### src/rtl/lsu_bus_master_if.sv
// Bundles the request/stall signals from the decoder with the data-memory bus.
// The master modport is the LSU side; the slave modport is the pipeline/memory side.
interface lsu_bus_master_if;
  logic        lsu_VALID;
  logic        i_st_mem;
  logic [2:0]  i_funct3;
  logic [31:0] i_addr;
  logic [31:0] i_st_data;
  logic        o_stall;
  logic        o_done;
  logic        o_err;
  logic [31:0] o_ld_data;
  logic        o_mem_req;
  logic        o_mem_we;
  logic [31:0] o_mem_addr;
  logic [3:0]  o_mem_be;
  logic [31:0] o_mem_wdata;
  logic        i_mem_gnt;
  logic        i_mem_rvalid;
  logic [31:0] i_mem_rdata;

  modport master (
    input  lsu_VALID, i_st_mem, i_funct3, i_addr, i_st_data,
    input  i_mem_gnt, i_mem_rvalid, i_mem_rdata,
    output o_stall, o_done, o_err, o_ld_data,
    output o_mem_req, o_mem_we, o_mem_addr, o_mem_be, o_mem_wdata
  );

  modport slave (
    output lsu_VALID, i_st_mem, i_funct3, i_addr, i_st_data,
    output i_mem_gnt, i_mem_rvalid, i_mem_rdata,
    input  o_stall, o_done, o_err, o_ld_data,
    input  o_mem_req, o_mem_we, o_mem_addr, o_mem_be, o_mem_wdata
  );
endinterface

### src/rtl/lsu_bus_master.sv
// Load/store unit: validates the decoder's request, runs one req/gnt/rvalid
// data-bus access, and returns aligned, sign/zero-extended load data.
module lsu_bus_master #(
  parameter int unsigned TIMEOUT_CYC = 255
) (
  input  logic             i_clk,
  input  logic             i_rst_n,
  lsu_bus_master_if.master bus
);
  typedef enum logic [1:0] {IDLE, REQ, RESP, DONE} state_t;
  localparam logic [15:0] TO_LAST = 16'(TIMEOUT_CYC - 1);

  state_t      state_q, state_d;
  logic [31:0] addr_q, addr_d;
  logic [2:0]  funct3_q, funct3_d;
  logic        we_q, we_d;
  logic [3:0]  be_q, be_d;
  logic [31:0] wdata_q, wdata_d;
  logic [15:0] cnt_q, cnt_d;
  logic        err_q, err_d;
  logic [31:0] ld_data_q, ld_data_d;

  logic        illegal;
  logic [1:0]  lane;
  logic [3:0]  req_be;
  logic [31:0] req_wdata;
  logic [7:0]  rd_byte;
  logic [15:0] rd_half;
  logic [31:0] ld_fmt;
  logic        timeout;

  assign lane    = bus.i_addr[1:0];
  assign timeout = (cnt_q == TO_LAST);

  always_comb begin
    illegal = 1'b0;
    if (bus.i_st_mem) illegal = (bus.i_funct3 > 3'b010);
    else              illegal = (bus.i_funct3 == 3'b011) || (bus.i_funct3[2:1] == 2'b11);
    if (bus.i_funct3[1:0] == 2'b01 && lane[0])        illegal = 1'b1;
    if (bus.i_funct3[1:0] == 2'b10 && lane != 2'b00)  illegal = 1'b1;
  end

  // Store data is replicated across lanes so the byte enables alone select the target.
  always_comb begin
    req_be    = 4'b1111;
    req_wdata = bus.i_st_data;
    case (bus.i_funct3[1:0])
      2'b00: begin
        req_be    = 4'b0001 << lane;
        req_wdata = {4{bus.i_st_data[7:0]}};
      end
      2'b01: begin
        req_be    = 4'b0011 << lane;
        req_wdata = {2{bus.i_st_data[15:0]}};
      end
      default: ;
    endcase
  end

  always_comb begin
    case (addr_q[1:0])
      2'b00:   rd_byte = bus.i_mem_rdata[7:0];
      2'b01:   rd_byte = bus.i_mem_rdata[15:8];
      2'b10:   rd_byte = bus.i_mem_rdata[23:16];
      default: rd_byte = bus.i_mem_rdata[31:24];
    endcase
    rd_half = addr_q[1] ? bus.i_mem_rdata[31:16] : bus.i_mem_rdata[15:0];
    ld_fmt  = '0;
    if (!we_q) begin
      case (funct3_q)
        3'b000:  ld_fmt = {{24{rd_byte[7]}}, rd_byte};
        3'b001:  ld_fmt = {{16{rd_half[15]}}, rd_half};
        3'b010:  ld_fmt = bus.i_mem_rdata;
        3'b100:  ld_fmt = {24'd0, rd_byte};
        3'b101:  ld_fmt = {16'd0, rd_half};
        default: ld_fmt = '0;
      endcase
    end
  end

  always_comb begin
    state_d   = state_q;
    addr_d    = addr_q;
    funct3_d  = funct3_q;
    we_d      = we_q;
    be_d      = be_q;
    wdata_d   = wdata_q;
    cnt_d     = cnt_q;
    err_d     = err_q;
    ld_data_d = ld_data_q;
    case (state_q)
      IDLE: begin
        if (bus.lsu_VALID) begin
          if (illegal) begin
            state_d   = DONE;
            err_d     = 1'b1;
            ld_data_d = '0;
          end else begin
            state_d  = REQ;
            addr_d   = bus.i_addr;
            funct3_d = bus.i_funct3;
            we_d     = bus.i_st_mem;
            be_d     = req_be;
            wdata_d  = req_wdata;
            cnt_d    = '0;
            err_d    = 1'b0;
          end
        end
      end
      REQ: begin
        cnt_d = cnt_q + 16'd1;
        if (bus.i_mem_gnt) begin
          state_d = RESP;
        end else if (timeout) begin
          state_d   = DONE;
          err_d     = 1'b1;
          ld_data_d = '0;
        end
      end
      RESP: begin
        cnt_d = cnt_q + 16'd1;
        if (bus.i_mem_rvalid) begin
          state_d   = DONE;
          ld_data_d = ld_fmt;
        end else if (timeout) begin
          state_d   = DONE;
          err_d     = 1'b1;
          ld_data_d = '0;
        end
      end
      DONE:    state_d = IDLE;
      default: state_d = IDLE;
    endcase
  end

  always_ff @(posedge i_clk or negedge i_rst_n) begin
    if (!i_rst_n) begin
      state_q   <= IDLE;
      addr_q    <= '0;
      funct3_q  <= '0;
      we_q      <= 1'b0;
      be_q      <= '0;
      wdata_q   <= '0;
      cnt_q     <= '0;
      err_q     <= 1'b0;
      ld_data_q <= '0;
    end else begin
      state_q   <= state_d;
      addr_q    <= addr_d;
      funct3_q  <= funct3_d;
      we_q      <= we_d;
      be_q      <= be_d;
      wdata_q   <= wdata_d;
      cnt_q     <= cnt_d;
      err_q     <= err_d;
      ld_data_q <= ld_data_d;
    end
  end

  // Bus qualifiers are forced low outside REQ so an idle bus carries no stale write.
  assign bus.o_mem_req   = (state_q == REQ);
  assign bus.o_mem_we    = bus.o_mem_req & we_q;
  assign bus.o_mem_addr  = bus.o_mem_req ? {addr_q[31:2], 2'b00} : '0;
  assign bus.o_mem_be    = bus.o_mem_req ? be_q : '0;
  assign bus.o_mem_wdata = bus.o_mem_req ? wdata_q : '0;
  assign bus.o_stall     = ((state_q == IDLE) && bus.lsu_VALID) ||
                           (state_q == REQ) || (state_q == RESP);
  assign bus.o_done      = (state_q == DONE);
  assign bus.o_err       = (state_q == DONE) & err_q;
  assign bus.o_ld_data   = ld_data_q;
endmodule

### src/flat_wrapper.sv
// flat-port wrapper written by rule: the top's interface ports become plain ports
module lsu_bus_master_flat 
#(
  parameter int unsigned TIMEOUT_CYC = 255
)
  (i_clk, i_rst_n, bus_lsu_VALID, bus_i_st_mem, bus_i_funct3, bus_i_addr, bus_i_st_data, bus_i_mem_gnt, bus_i_mem_rvalid, bus_i_mem_rdata, bus_o_stall, bus_o_done, bus_o_err, bus_o_ld_data, bus_o_mem_req, bus_o_mem_we, bus_o_mem_addr, bus_o_mem_be, bus_o_mem_wdata);
  lsu_bus_master_if bus_i ();
  input  logic i_clk;
  input  logic i_rst_n;
  input wire logic [$bits(bus_i.lsu_VALID)-1:0] bus_lsu_VALID;
  input wire logic [$bits(bus_i.i_st_mem)-1:0] bus_i_st_mem;
  input wire logic [$bits(bus_i.i_funct3)-1:0] bus_i_funct3;
  input wire logic [$bits(bus_i.i_addr)-1:0] bus_i_addr;
  input wire logic [$bits(bus_i.i_st_data)-1:0] bus_i_st_data;
  input wire logic [$bits(bus_i.i_mem_gnt)-1:0] bus_i_mem_gnt;
  input wire logic [$bits(bus_i.i_mem_rvalid)-1:0] bus_i_mem_rvalid;
  input wire logic [$bits(bus_i.i_mem_rdata)-1:0] bus_i_mem_rdata;
  output wire logic [$bits(bus_i.o_stall)-1:0] bus_o_stall;
  output wire logic [$bits(bus_i.o_done)-1:0] bus_o_done;
  output wire logic [$bits(bus_i.o_err)-1:0] bus_o_err;
  output wire logic [$bits(bus_i.o_ld_data)-1:0] bus_o_ld_data;
  output wire logic [$bits(bus_i.o_mem_req)-1:0] bus_o_mem_req;
  output wire logic [$bits(bus_i.o_mem_we)-1:0] bus_o_mem_we;
  output wire logic [$bits(bus_i.o_mem_addr)-1:0] bus_o_mem_addr;
  output wire logic [$bits(bus_i.o_mem_be)-1:0] bus_o_mem_be;
  output wire logic [$bits(bus_i.o_mem_wdata)-1:0] bus_o_mem_wdata;
  assign bus_i.lsu_VALID = bus_lsu_VALID;
  assign bus_i.i_st_mem = bus_i_st_mem;
  assign bus_i.i_funct3 = bus_i_funct3;
  assign bus_i.i_addr = bus_i_addr;
  assign bus_i.i_st_data = bus_i_st_data;
  assign bus_i.i_mem_gnt = bus_i_mem_gnt;
  assign bus_i.i_mem_rvalid = bus_i_mem_rvalid;
  assign bus_i.i_mem_rdata = bus_i_mem_rdata;
  assign bus_o_stall = bus_i.o_stall;
  assign bus_o_done = bus_i.o_done;
  assign bus_o_err = bus_i.o_err;
  assign bus_o_ld_data = bus_i.o_ld_data;
  assign bus_o_mem_req = bus_i.o_mem_req;
  assign bus_o_mem_we = bus_i.o_mem_we;
  assign bus_o_mem_addr = bus_i.o_mem_addr;
  assign bus_o_mem_be = bus_i.o_mem_be;
  assign bus_o_mem_wdata = bus_i.o_mem_wdata;
  lsu_bus_master #(.TIMEOUT_CYC(TIMEOUT_CYC)) u_core (.i_clk(i_clk), .i_rst_n(i_rst_n), .bus(bus_i));
endmodule
### config.mk
export PLATFORM = sky130hd
export DESIGN_NAME = lsu_bus_master_flat
export DESIGN_NICKNAME = d
export VERILOG_FILES = /design/src/rtl/lsu_bus_master_if.sv /design/src/rtl/lsu_bus_master.sv /design/src/flat_wrapper.sv
export SDC_FILE = /design/constraint.sdc
export NUM_CORES = 1
export LEC_CHECK = 0
export ABC_AREA = 1
export CAP_MARGIN = 10
export CELL_PAD_IN_SITES_DETAIL_PLACEMENT = 0
export CELL_PAD_IN_SITES_GLOBAL_PLACEMENT = 1
export CORE_ASPECT_RATIO = 1.5
export CORE_MARGIN = 4
export CORE_UTILIZATION = 34
export CTS_BUF_LIST = sky130_fd_sc_hd__clkbuf_8
export CTS_CLUSTER_DIAMETER = 60
export DETAILED_ROUTE_END_ITERATION = 10
export GPL_ROUTABILITY_DRIVEN = 0
export PLACE_DENSITY_LB_ADDON = 0.1
export SKIP_LAST_GASP = 1
export SYNTH_ARGS = -nofsm -noshare
export SYNTH_HDL_FRONTEND = slang
export SYNTH_SLANG_ARGS = --single-unit
export TNS_END_PERCENT = 20
### constraint.sdc
create_clock -name i_clk -period 2.09 [get_ports i_clk]
set_input_delay 0.5225 -clock i_clk [delete_from_list [all_inputs] [get_ports i_clk]]
set_output_delay 0.5225 -clock i_clk [all_outputs]
set_load 0.01 [all_outputs]
==> flow_metrics.tcl, run 1 <==
set metrics [dict create \
    status "complete, but fails checks" \
    violations "setup timing" \
    finalNonFillerCells 1593 \
    cp.arrival_ps 1700 \
    grt_pass1_vias 7441 \
    setup_ws_ps -136.7 \
    via_count 7373 \
    synth_async_sr_flop_share_pct 100.0 \
    grt_max_degree 45 \
    yosys-top-cells-count "422 x nand2_1, 132 x inv_1, 123 x dfrtp_1, 76 x nor2_1, 66 x nand3_1" \
    r2r-end "u_core.bus.o_ld_data[4]" \
    worstSetupStartpointType "flop" \
    rrSetupSlack_ps 40 \
    slowest_stage "dfrtp_1" \
    placed_cells 1550 \
    intPower_w 0.007676 \
    viasPerCell 4.628 \
    finalSetupViolCount 70 \
    fin_crit_ps 2227 \
    rsz0062_at_grt "true" \
    ir_drop_mv 0.5947 \
    syn_area_um2 7282 \
    synth_warnings 0 \
    power.share.combinational_pct 50.7 \
    worstPathCellList "inv_2 > ha_4 > buf_12 > buf_8 > buf_12 > nand2_2 > inv_2 > buf_6" \
    cts_buffers 17 \
    drive_above_1_share_pct 17.45 \
    place_hpwl_mm 17.88 \
    synthMostInstantiatedCell "nand2_1" \
    io_buffers 207 \
    drcViolationCount 0 \
    first_pass_iters 7 \
    pwr_density_cell_nw_per_um2 1214 \
    clkTransAtPathRegs_ps 80 \
    synth-main-ff-cell "dfrtp_1" \
    report.final.slew_viol_count 0 \
    synth_edf_count 0 \
    finalClockSkew_ps 9.292 \
    synth_cell_type_count 36 \
    syn_to_final_growth_pct 46.01 \
    p_sw_w 0.005233 \
    clockRootBuffer "clkbuf_8" \
    path_class "reg -> out" \
    grt_pass1_wl_mm 39.58 \
    die_x_um 127.5 \
    core_um2 21060 \
    yosysTopAreaCell "dfrtp_1" \
    hp-class "reg -> reg" \
    multi_input_area_um2 3502 \
    worstHoldPathCells 2 \
    dp_slack_ps -135.8 \
    postSynthAreaPerCell_um2 6.818 \
    p_clk_share_pct 19.9 \
    synth_seq_area_share_pct 42.27 \
    fillers 2113 \
    dieHeight_um 187.2 \
    swShare_pct 40.54 \
    whs_endpoint "u_core.bus.o_ld_data[20]" \
    antenna_left 0 \
    maxSlewHeadroom_pct 60.96 \
    finalHoldViolCount 0 \
    clock_latency_ps 450 \
    reg2reg_depth 12 \
    row_count 65 \
    io_pins 210 \
    cpPeakStageDelay_ps 400 \
    cp.required_ps 1570 \
    seqCellArea_um2 3078 \
    wl_per_cell_um 15.19 \
    rr_startpoint "u_core.state_q[0]" \
    fin_nets 1423 \
    placed_area_um2 9962 \
    antenna_found_initial 1 \
    grt_usage_pct 20.92 \
    worstHoldStart "u_core.bus.o_ld_data[20]" \
    cts_tree "yes" \
    finalCritPeriodShare_pct 106.5 \
    synth-seq-cells 123 \
    worst_hold_slack_ps 468.0 \
    fin_area_um2 10630 \
    drt_iter0_drc 387 \
    yosys-top-cells-area "dfrtp_1 42%, nand2_1 22%, inv_1 6.8%, nand3_1 4.5%, o21ai_0 4.3%" \
    synth_top_area_share_pct 42.27 \
    clock_sinks 123 \
    critPathMaxFanout 7 \
    dieArea_um2 23870 \
    wirelength_mm 24.21 \
    power.leakage_nw 5.837 \
    worstMarginPinSlew_ps 583.5 \
    clock.fmax_mhz 449.1 \
    end_kind "output port" \
    grt_overflow_total 0 \
    sequentialPowerShare_pct 29.4 \
    path_delay_family "buffers and inverters" \
    h-tree-depth 4 \
    critPathBufInv 6 \
    clk_path_buf_depth 2 \
    maxCapViolCount 0 \
    syn_inst 1068 \
    start_util_pct 34.57 \
]
## power groups by stage
| stage | Sequential, W | Clock [W] | Combinational [W] |
|---|---|---|---|
| after floorplan | 0.00365 | 0 | 0.00366 |
| after global placement | 0.00374 | 0 | 0.00623 |
| after detailed placement | 0.00375 | 0 | 0.00623 |
| after CTS | 0.00377 | 0.00265 | 0.00667 |
| after global routing | 0.00390 | 0.00277 | 0.00733 |
| final | 0.00379 | 0.00257 | 0.00655 |
## metrics by stage
stage	TNS [ps]	utilization [%]	power, W
2_1_floorplan	-239.5	-	0.007308
3_3_place_gp	-8722	47.29	0.009967
3_5_place_dp	-8025	47.29	0.009988
4_1_cts	-14320	50.71	0.01310
5_1_grt	-17420	50.48	0.01400
6_report	-5983	50.48	0.01291
## layout by cell type (no fill, tap or decap), drive strengths merged
cell type,count
diode,1
nand3,71
clkdlybuf4s15,13
and3,1
nor3b,1
nor3,5
o21a,4
dlygate4sd2,4
ha,6
o211ai,3
nand2,428
xor2,1
o21ai,73
or2,9
clkdlybuf4s50,136
inv,140
bufinv,5
dfrtp,123
clkbuf,38
buf,106
xnor2,1
nor2,80
clkinv,2
a21oi,48
dlygate4sd3,1
o22ai,2
conb,2
nand4,20
bufbuf,1
## state kept, by name, summed over array words and instances (netlist names)
name,count
u_core.bus.o_ld_data,32
u_core.addr_q,32
u_core.be_q,4
u_core.state_q,2
u_core.we_q,1
u_core.wdata_q,32
u_core.funct3_q,3
u_core.err_q,1
u_core.cnt_q,16
## logic make-up after synthesis
| kind of cell | synth area share (%) |
|---|---|
| AO/OA/AOI/OAI | 9.313 |
| XOR/XNOR | 0.2406 |
| adder cells (fa/ha/maj) | 1.031 |
| buffers and inverters | 11.55 |
| flip-flops | 42.27 |
| other | 0.05150 |
| AND/OR/NAND/NOR | 35.55 |
## repair_timing
item                                    in CTS  in global routing
endpoints found under the hold margin       21                  0
endpoints found under the setup margin      71                103
cloned                                       5                  0
hold buffers                                 1                  0
buffers inserted                             7                  0
gates resized for setup                    243                 74
## final cells by class
cell class / count / area share [%]
multi-input combinational: 755 / 32.94
sequential: 123 / 28.95
timing repair buffer: 276 / 25.45
inverter: 139 / 4.978
tap: 268 / 3.154
clock buffer: 23 / 2.977
clock inverter: 8 / 1.530
antenna: 1 / 0.02353
## per-layer routing
layer / part of all wire (%) / routed length (um) / global-route usage, % / vias up
li1: - / - / - / 3796
met1: 39 / 9479 / 23.91 / 3354
met2: 52 / 12580 / 36.35 / 189
met3: 6.2 / 1490 / 6.200 / 34
met4: 2.7 / 660 / 8.051 / 0
met5: 0 / 0 / 0 / -
## worst max path at each step
stage	from	endpoint	slack [ps]	cells after the start
final	u_core.state_q[1]	bus_o_mem_addr[18]	-140	8
after global routing	u_core.state_q[1]	bus_o_mem_addr[18]	-250	8
after floorplan	u_core.state_q[1]	bus_o_mem_addr[11]	-10	7
after detailed placement	bus_lsu_VALID	bus_o_stall	-140	4
after CTS	u_core.state_q[1]	bus_o_mem_wdata[21]	-260	8
after global placement	u_core.state_q[1]	bus_o_mem_wdata[10]	-100	6
## worst reg2reg max path: stages, from the launching register on
cell	delay, ps
dfrtp_1	400
buf_4	150
inv_1	80
ha_2	200
buf_4	150
inv_2	60
nor2_1	80
a21oi_2	220
nand3_1	280
nand2_1	130
inv_1	40
nor2_1	100
nand2_1	50
Power figures use the tool's default switching activity.
==> run 2, diff against run 1 <==
--- a/config.mk
+++ b/config.mk
@@ -5,13 +5,12 @@
 export SDC_FILE = /design/constraint.sdc
 export NUM_CORES = 1
 export LEC_CHECK = 0
-export ABC_AREA = 1
 export CAP_MARGIN = 10
 export CELL_PAD_IN_SITES_DETAIL_PLACEMENT = 0
 export CELL_PAD_IN_SITES_GLOBAL_PLACEMENT = 1
 export CORE_ASPECT_RATIO = 1.5
 export CORE_MARGIN = 4
-export CORE_UTILIZATION = 34
+export CORE_UTILIZATION = 36
 export CTS_BUF_LIST = sky130_fd_sc_hd__clkbuf_8
 export CTS_CLUSTER_DIAMETER = 60
 export DETAILED_ROUTE_END_ITERATION = 10
==> run 2 against run 1 <==
Net effect: clock skew grew 1.0 ps; synthesized cell count shrank 33%; register-to-register slack lost 30 ps; sequential power increased by 6.3%; utilization is 4.2 points higher; flip-flop and latch count unchanged; the flow still finishes with violations (setup timing).
==> flow_metrics.tcl, run 2 <==
set metrics [dict create \
    status "complete, but fails checks" \
    violations "setup timing" \
    clkTransAtPathRegs_ps 80 \
    p_clk_share_pct 18.4 \
    power.share.combinational_pct 50.0 \
    setup_ws_ps -95.11 \
    clock_latency_ps 440 \
    hp-class "in -> async" \
    syn_inst 719 \
    path_class "reg -> out" \
    final_util_pct 54.64 \
    clock.fmax_mhz 457.6 \
    viasPerCell 5.090 \
    maxSlewHeadroom_pct 22.71 \
    grt_usage_pct 21.81 \
    place_hpwl_mm 17.06 \
    synthMostInstantiatedCell "nand2_1" \
    first_pass_iters 4 \
    end_kind "output port" \
    finalSetupViolCount 64 \
    wirelength_mm 22.64 \
    syn_area_um2 6745 \
    cpPeakStageDelay_ps 390 \
    synth_async_sr_flop_share_pct 100.0 \
    grt_overflow_total 0 \
    synth_cell_type_count 57 \
    io_pins 210 \
    grt_pass1_wl_mm 36.02 \
    layout_commonest_cell "nand2_1" \
    start_util_pct 36.52 \
    synth_edf_count 0 \
    synth-seq-cells 123 \
    fin_crit_ps 2185 \
    synth-main-ff-cell "dfrtp_1" \
    via_count 6281 \
    cts_buffers 17 \
    antenna_left 0 \
    final_cell_mix "181 x nand2_1, 135 x clkdlybuf4s50_1, 123 x dfrtp_1" \
    holdBufCountCts 0 \
    syn_to_final_growth_pct 49.62 \
    grt_pass1_vias 6700 \
    top_usage_layer "met2" \
    synth_seq_area_share_pct 45.63 \
    grtUsageMet1_pct 24.25 \
    yosys-top-cells-area "dfrtp_1 46%, nand2_1 10%, mux2i_1 6.8%, and2_1 6.3%, o2bb2ai_1 4.0%" \
    grtUsageMet2_pct 39.95 \
    worstMarginPinSlew_ps 1155 \
    seqCellArea_um2 3078 \
    drcViolationCount 0 \
    pwr_density_cell_nw_per_um2 1264 \
    clockRootBuffer "clkbuf_8" \
    synth_warnings 0 \
    worstSetupStartpointType "flop" \
    dieHeight_um 175.6 \
    sequentialPowerShare_pct 31.6 \
    yosysTopAreaCell "dfrtp_1" \
    fillers 1767 \
    die_x_um 119.8 \
    io_buffers 207 \
    finalHoldViolCount 0 \
    cp.arrival_ps 1660 \
    finalClockSkew_ps 10.31 \
    drive_above_1_share_pct 24.46 \
    worstPathCellList "inv_2 > ha_4 > buf_12 > clkbuf_16 > and2_4 > buf_6" \
    synth_top_area_share_pct 45.63 \
    cp.required_ps 1570 \
    postSynthAreaPerCell_um2 9.381 \
    cts_tree "yes" \
    multi_input_area_um2 3480 \
    finalCritPeriodShare_pct 104.6 \
    intPower_w 0.007857 \
    fin_nets 1080 \
    dieArea_um2 21040 \
    antenna_found_initial 1 \
    core_um2 18470 \
    met3_usage_pct 4.575 \
    rsz0062_at_grt "true" \
    ir_drop_mv 0.6048 \
    report.final.slew_viol_count 0 \
    row_count 61 \
    p_sw_w 0.004898 \
    drt_iter0_drc 367 \
    swShare_pct 38.40 \
    yosys-top-cells-count "181 x nand2_1, 123 x dfrtp_1, 68 x and2_1, 46 x mux2i_1, 35 x o21ai_0" \
    grt_max_degree 42 \
    dp_slack_ps -493.4 \
    final.setup.tns_ps -3936 \
    wl_per_cell_um 18.35 \
    critPathMaxFanout 5 \
    maxCapViolCount 0 \
    h-tree-depth 4 \
    clk_path_buf_depth 2 \
    clock_sinks 123 \
    power.leakage_nw 4.616 \
    slowest_stage "dfrtp_1" \
]
[run 2: path summary, 6_finish.rpt]
| path | startpoint | to | slack [ps] | cells past startpoint |
|---|---|---|---|---|
| min in group i_clk | u_core.wdata_q[1] | u_core.wdata_q[1] | 470 | 2 |
| worst min register to register | u_core.wdata_q[1] | u_core.wdata_q[1] | 470 | 2 |
| worst max-delay path | u_core.state_q[1] | bus_o_mem_addr[20] | -100 | 6 |
| max in group asynchronous | i_rst_n | u_core.addr_q[12] | 1410 | 2 |
| worst max register to register | u_core.cnt_q[0] | u_core.bus.o_ld_data[3] | 10 | 7 |
| worst min-delay path | i_rst_n | u_core.bus.o_ld_data[30] | 40 | 1 |
[run 2: cells by family after synthesis]
group,after synthesis,share of synthesized area [%]
multiplexers,54,9.497
buffers and inverters,64,4.804
AO/OA/AOI/OAI,152,16.10
other,1,0.05559
flip-flops,123,45.63
adder cells (fa/ha/maj),6,1.113
AND/OR/NAND/NOR,319,22.80
[run 2: metal layers]
metal,vias up,share of wire (%)
met5,-,0
met4,0,2.8
met1,3045,38
met3,34,4.7
met2,207,54
li1,2995,-
[run 2: final cells by class]
cell class / count / area share [%]
Antenna cell: 1 / 0.02480
Clock buffer: 18 / 2.455
Clock inverter: 13 / 1.909
Inverter: 8 / 0.2975
Multi-Input combinational cell: 533 / 34.48
Sequential cell: 123 / 30.50
Tap cell: 252 / 3.124
Timing Repair Buffer: 286 / 27.21
[run 2: critical path, delay by kind of cell, from the launching register on]
kind,cells,cell delay (ps)
adders and majority gates,1,200
buffers and inverters,4,490
DFF,1,390
and+or+nand+nor,1,130
[run 2: power by group through the flow]
stage	combinational [W]	sequential (W)	clock, W
after floorplan	0.00344	0.00387	0
after global placement	0.00576	0.00397	0
after detailed placement	0.00589	0.00401	0
after global routing	0.00701	0.00415	0.00253
after CTS	0.00623	0.00400	0.00243
final	0.00638	0.00403	0.00235
[run 2: metrics by stage]
step | std cells | total power, W | hold WS [ps] | cell area [um2]
after global placement | 1191 | 0.009724 | 450.1 | 9437
after detailed placement | 1191 | 0.009899 | 458.2 | 9437
final | 1234 | 0.01275 | 40.33 | 10090
after CTS | 1231 | 0.01266 | 19.24 | 9938
after global routing | 1234 | 0.01369 | 42.47 | 10090
after floorplan | 720 | 0.007306 | 226.9 | 6749
[run 2: repair_timing]
item                                    CTS  global route
cloned                                    5             1
pin swaps                                 2             0
endpoints found under the setup margin   71           105
buffers inserted                          5             1
gates resized for setup                 321            45
